--- config.mk ---
export PLATFORM = sky130hd
export DESIGN_NAME = pipeline_hazard_ctrl
export DESIGN_NICKNAME = d
export VERILOG_FILES = /design/src/rtl/pipeline_hazard_ctrl.sv
export SDC_FILE = /design/constraint.sdc
export NUM_CORES = 1
export LEC_CHECK = 0
export CORE_UTILIZATION = 40
export CTS_BUF_LIST = sky130_fd_sc_hd__clkbuf_16
export DETAILED_ROUTE_END_ITERATION = 7
export PLACE_DENSITY = 0.79
export SLEW_MARGIN = 40
export SYNTH_ARGS = -nofsm -noshare
export SYNTH_HDL_FRONTEND = slang
export SYNTH_SLANG_ARGS = --single-unit
--- constraint.sdc ---
create_clock -name clock -period 2.3 [get_ports clock]
set_clock_uncertainty 0.1 [all_clocks]
set_input_delay 0.46 -clock clock [delete_from_list [all_inputs] [get_ports clock]]
set_output_delay 0.46 -clock clock [all_outputs]
set_load 0.02 [all_outputs]
--- src/rtl/pipeline_hazard_ctrl.sv ---
// pipeline_hazard_ctrl
// Stall/flush sequencer for a classic five-stage pipeline. It decides, every
// cycle, which of the PC, F/D, D/X and X/M registers load new data and which
// load a bubble. It covers load-use hazards, multi-cycle MUL, taken
// branch/jump redirects, and instruction/data cache misses. It holds only
// control state (miss FSM, return state and MUL occupancy counter), never
// datapath values.
module pipeline_hazard_ctrl #(
  parameter int MUL_LATENCY = 5
) (
  input  logic       clock,
  input  logic       reset,
  input  logic       d_valid,
  input  logic [4:0] d_src_reg_1,
  input  logic [4:0] d_src_reg_2,
  input  logic       d_uses_src_2,
  input  logic [4:0] x_dst_reg,
  input  logic       x_mem_read,
  input  logic       x_is_mul,
  input  logic       x_branch_taken,
  input  logic       i_miss,
  input  logic       i_ready,
  input  logic       d_miss,
  input  logic       d_ready,
  output logic       pc_enable,
  output logic       f_d_enable,
  output logic       f_d_flush,
  output logic       d_x_enable,
  output logic       d_x_flush,
  output logic       x_m_enable,
  output logic       x_m_flush,
  output logic       i_abort,
  output logic [1:0] ctrl_state
);

  typedef enum logic [1:0] {
    RUN   = 2'd0,
    IMISS = 2'd1,
    DMISS = 2'd2
  } state_e;

  // A single-cycle MUL never needs the counter. Otherwise the counter starts
  // at LATENCY-2, so that the countdown plus the start cycle gives LATENCY-1
  // stall cycles before the release cycle.
  localparam logic     MUL_EN       = (MUL_LATENCY > 1);
  localparam int       MUL_INIT_INT = (MUL_LATENCY > 1) ? (MUL_LATENCY - 2) : 0;
  localparam logic [3:0] MUL_INIT   = MUL_INIT_INT[3:0];

  state_e     state_q, state_d;
  state_e     ret_q, ret_d;
  logic       mul_busy_q, mul_busy_d;
  logic [3:0] mul_cnt_q, mul_cnt_d;

  logic freeze;
  logic load_use;
  logic mul_stall;
  logic fetch_wait;

  // Hazard detection terms derived from the current registers and inputs
  always_comb begin
    freeze     = d_miss | (state_q == DMISS);
    load_use   = d_valid & x_mem_read & (x_dst_reg != 5'd0) &
                 ((x_dst_reg == d_src_reg_1) |
                  (d_uses_src_2 & (x_dst_reg == d_src_reg_2)));
    mul_stall  = MUL_EN & ((!mul_busy_q & x_is_mul) |
                           (mul_busy_q & (mul_cnt_q != 4'd0)));
    fetch_wait = ((state_q == RUN) & i_miss) |
                 ((state_q == IMISS) & !i_ready);
  end

  // Prioritised enable/flush generation; the highest-priority active hazard wins
  always_comb begin
    pc_enable  = 1'b1;
    f_d_enable = 1'b1;
    f_d_flush  = 1'b0;
    d_x_enable = 1'b1;
    d_x_flush  = 1'b0;
    x_m_enable = 1'b1;
    x_m_flush  = 1'b0;
    i_abort    = 1'b0;
    if (reset) begin
      f_d_flush = 1'b1;
      d_x_flush = 1'b1;
      x_m_flush = 1'b1;
    end else if (freeze) begin
      pc_enable  = 1'b0;
      f_d_enable = 1'b0;
      d_x_enable = 1'b0;
      x_m_enable = 1'b0;
    end else if (x_branch_taken) begin
      f_d_flush = 1'b1;
      d_x_flush = 1'b1;
      i_abort   = (state_q == IMISS) | i_miss;
    end else if (mul_stall) begin
      pc_enable  = 1'b0;
      f_d_enable = 1'b0;
      d_x_enable = 1'b0;
      x_m_flush  = 1'b1;
    end else if (load_use) begin
      pc_enable  = 1'b0;
      f_d_enable = 1'b0;
      d_x_flush  = 1'b1;
    end else if (fetch_wait) begin
      pc_enable = 1'b0;
      f_d_flush = 1'b1;
    end
    ctrl_state = state_q;
  end

  // Miss FSM next state; a data miss overrides everything, a branch cancels an instruction miss
  always_comb begin
    state_d = state_q;
    ret_d   = ret_q;
    case (state_q)
      RUN: begin
        if (d_miss) begin
          state_d = DMISS;
          ret_d   = RUN;
        end else if (i_miss & !x_branch_taken) begin
          state_d = IMISS;
        end
      end
      IMISS: begin
        if (d_miss) begin
          state_d = DMISS;
          ret_d   = IMISS;
        end else if (x_branch_taken) begin
          state_d = RUN;
        end else if (i_ready & !mul_stall & !load_use) begin
          state_d = RUN;
        end
      end
      DMISS: begin
        if (d_ready) begin
          state_d = ret_q;
        end
      end
      default: state_d = RUN;
    endcase
  end

  // MUL occupancy counter; it stands still while the pipeline is frozen
  always_comb begin
    mul_busy_d = mul_busy_q;
    mul_cnt_d  = mul_cnt_q;
    if (!freeze) begin
      if (!mul_busy_q & x_is_mul & MUL_EN) begin
        mul_busy_d = 1'b1;
        mul_cnt_d  = MUL_INIT;
      end else if (mul_busy_q & (mul_cnt_q != 4'd0)) begin
        mul_cnt_d = mul_cnt_q - 4'd1;
      end else if (mul_busy_q) begin
        mul_busy_d = 1'b0;
      end
    end
  end

  // Control registers; reset abandons any miss or MUL in flight
  always_ff @(posedge clock) begin
    if (reset) begin
      state_q    <= RUN;
      ret_q      <= RUN;
      mul_busy_q <= 1'b0;
      mul_cnt_q  <= 4'd0;
    end else begin
      state_q    <= state_d;
      ret_q      <= ret_d;
      mul_busy_q <= mul_busy_d;
      mul_cnt_q  <= mul_cnt_d;
    end
  end

endmodule

==> run_results.csv <==
group,metric,value,unit
critical_path,end_kind,"output pin",
cells_and_area,final_common_cell,"buf_4",
power,fin_total_pwr,0.804,mW
outcome,outcome,"finished with violations",
critical_path,cp_cell_sequence,"inv_2 > ha_4 > nand4bb_4 > a311oi_2 > buf_4 > o21ai_2 > o2bb2ai_2 > buf_6",
cells_and_area,nFillCells,90,
floorplan,fp.dieH,45.0,um
critical_path,rr_startpoint,"mul_cnt_q[0]$_SDFFE_PP0P_",
critical_path,arrival,1.80,ns
critical_path,crit_family,"compound AO/OA/AOI/OAI gates",
synthesis,ys_warn_count,0,
placement,gp_congestion,0.885,
floorplan,start_util,42.8,%
hold_path,min_to,"ret_q[0]$_SDFFE_PP0P_",
critical_path,r2r-end,"mul_cnt_q[3]$_SDFFE_PP0P_",
floorplan,core_area,1730,um^2
synthesis,syn-instance-count,96,
drt,routed_wl,3980,um
clocking,cts_tree,"done",
drt,drt.antenna.violating_nets,0,
grt,grt_pass1_wl,4860,um
clocking,cts-root-buf,"clkbuf_16",
sta,fin_crit_sh,103,%
floorplan,placementRows,15,
critical_path,r2r_slack,0.05,ns
synthesis,synth-edff-count,0,
cells_and_area,final_cells,195,
grt,grt_pass1_vias,1070,
critical_path,crit_slowest_cell,"dfxtp_2",
critical_path,worstRegToRegCells,13,
clocking,htree_levels,1,
critical_path,cp.required,1.74,ns
synthesis,syn_area,739,um^2
critical_path,startpoint_type,"flop",
power,p_per_area,522,nW/um^2
grt,antenna_found_initial,0,
run,maxCapViolations,0,
sta,hold_viol_final,0,
floorplan,dieArea,2020,um^2
drt,drtIter0Drc,78,
clocking,clock_path_buffers,2,
grt,grt_util_all_layers,33.7,%
cells_and_area,multi_input_area,634,um^2
clocking,cts.clk_slew.worst_paths,0.04,ns
clocking,cts.sink_count,8,
grt,grt_overflow,0,
hold_path,hold_depth,2,
power,p_leak,0.678,nW
drt,via_count,1196,
critical_path,crit_type,"reg2out",
cells_and_area,drive_above_1_share,42.4,%
sta,slew_viol_final,0,
sta,setup_ws,-0.0580,ns
sta,setup_violations,4,
drt,drc,0,
clocking,insertion_delay,0.24,ns
critical_path,cp.buffers_inverters,3,
grt,grt_max_degree,10,
placement,dpl.hpwl,1910,um
synthesis,async_flop_share,0,%
drt,firstDrtPassIters,5,
sta,fin_crit,2.36,ns
cells_and_area,syn_to_final_growth,108,%
drt,viasPerCell,6.13,
critical_path,cp_max_fo,3,
synthesis,synth_nets,124,
sta,rsz0062_at_grt,"yes",
drt,wl_per_cell,20.4,um
sta,relSlewSlack,62.7,%
placement,io_buffers,35,
outcome,violations,"negative setup slack",
hold_path,hp-class,"reg2reg",
hold_path,min-delay-start,"ret_q[0]$_SDFFE_PP0P_",
cells_and_area,final_nets,200,
cells_and_area,n_antenna_cell,0,
sta,worst_pin_slew,0.554,ns
placement,dpl_worst_slack,-0.749,ns
placement,place_area,1320,um^2
cells_and_area,design_area,1540,um^2
sta,timing.fmax,424,MHz
clocking,numCtsBuffers,3,
cells_and_area,final_cell_mix,"39 x buf_4, 12 x clkdlybuf4s50_1, 11 x nor2_1",
synthesis,seq_area_frac_synth,21.7,%
placement,dp.cells,181,
critical_path,cpPeakStageDelay,0.32,ns
floorplan,die_w,45.0,um
clocking,cts_hold_buf,0,
synthesis,synth_ff_type,"dfxtp_1",
power,vdd_drop_max,0.578,mV
synthesis,ys_ff_latch,8,
cells_and_area,seqCellArea,163,um^2
synthesis,postSynthAreaPerCell,7.70,um^2
synthesis,synth.distinct_cells,41,
floorplan,io_pins,36,
-- cell type report --
class,count,share of cell area (%)
Clock buffer,3,4.87
Tap cell,25,2.03
Inverter,6,1.46
Timing Repair Buffer,73,39.9
Multi-Input combinational cell,80,41.2
Sequential cell,8,10.6
-- metal layers --
metal / global-route usage [%] / routed length (um)
met1: 35.9 / 1320
met2: 60.0 / 1880
met3: 8.40 / 424
met4: 18.8 / 353
met5: 0 / 0
-- worst min-delay path: cells and delay by family (launching register included) --
kind	cells	cell delay [ns]
muxes	1	0.07
DFF	1	0.32
and+or+nand+nor	1	0.09
-- logic make-up after synthesis --
| kind of cell | Yosys count | synth area share [%] |
|---|---|---|
| simple gates | 39 | 29.4 |
| flops | 8 | 21.7 |
| fa+ha+maj | 2 | 3.38 |
| buf+inv | 8 | 4.23 |
| compound gates | 27 | 26.7 |
| xor+xnor | 10 | 11.8 |
| mux | 2 | 2.71 |
-- sequential cells by signal, indices dropped and copies added (netlist names) --
| register | flops |
|---|---|
| ctrl_state | 2 |
| mul_busy_q | 1 |
| mul_cnt_q | 4 |
| ret_q | 1 |
-- worst max path at each step --
stage / startpoint / endpoint / slack [ns] / depth (start not counted)
5_1_grt: d_src_reg_2[2] / d_x_flush / -0.11 / 6
3_3_place_gp: x_dst_reg[0] / f_d_enable / -0.73 / 6
4_1_cts: mul_cnt_q[1]$_SDFFE_PP0P_ / d_x_flush / -0.008 / 8
2_1_floorplan: ctrl_state[0]$_SDFFE_PP0P_ / f_d_enable / 0.03 / 5
3_5_place_dp: x_dst_reg[0] / f_d_enable / -0.75 / 6
6_report: mul_cnt_q[0]$_SDFFE_PP0P_ / d_x_flush / -0.06 / 8
-- what timing repair did --
item	CTS	global route
cloned	0	0
resized for setup	64	13
pin swaps	16	11
endpoints found under the setup margin	8	8
buffers inserted	11	1
-- report_power, final --
group	internal, mW	switching (mW)	leakage, nW
Clock	0.225	0.0763	0.0370
Sequential	0.152	0.00939	0.0664
Combinational	0.177	0.165	0.574
-- Yosys cell counts, types with 2 or more instances --
master	number	area (um^2)
o22ai_1	2	12.5
or3_1	2	12.5
nor4_1	2	12.5
nor2_1	11	41.3
or2_1	2	12.5
o21ai_0	3	15.0
a21oi_1	5	25.0
dfxtp_1	8	160
mux2i_1	2	20.0
o211ai_1	2	15.0
xnor2_1	10	87.6
nand4_1	2	12.5
ha_1	2	25.0
nand2_1	7	26.3
nor3b_1	2	15.0
o2bb2ai_1	2	17.5
or2_2	2	12.5
nand2b_1	2	12.5
inv_1	6	22.5
-- stage by stage --
stage / hold slack (ns) / util [%] / setup TNS (ns)
floorplan: 0.353 / - / 0
global placement: 0.382 / 76.2 / -4.30
detailed placement: 0.389 / 76.2 / -4.48
CTS: 0.396 / 86.0 / -0.00773
global route: 0.448 / 89.2 / -0.443
finish: 0.428 / 89.2 / -0.165
Power figures use the tool's default switching activity.
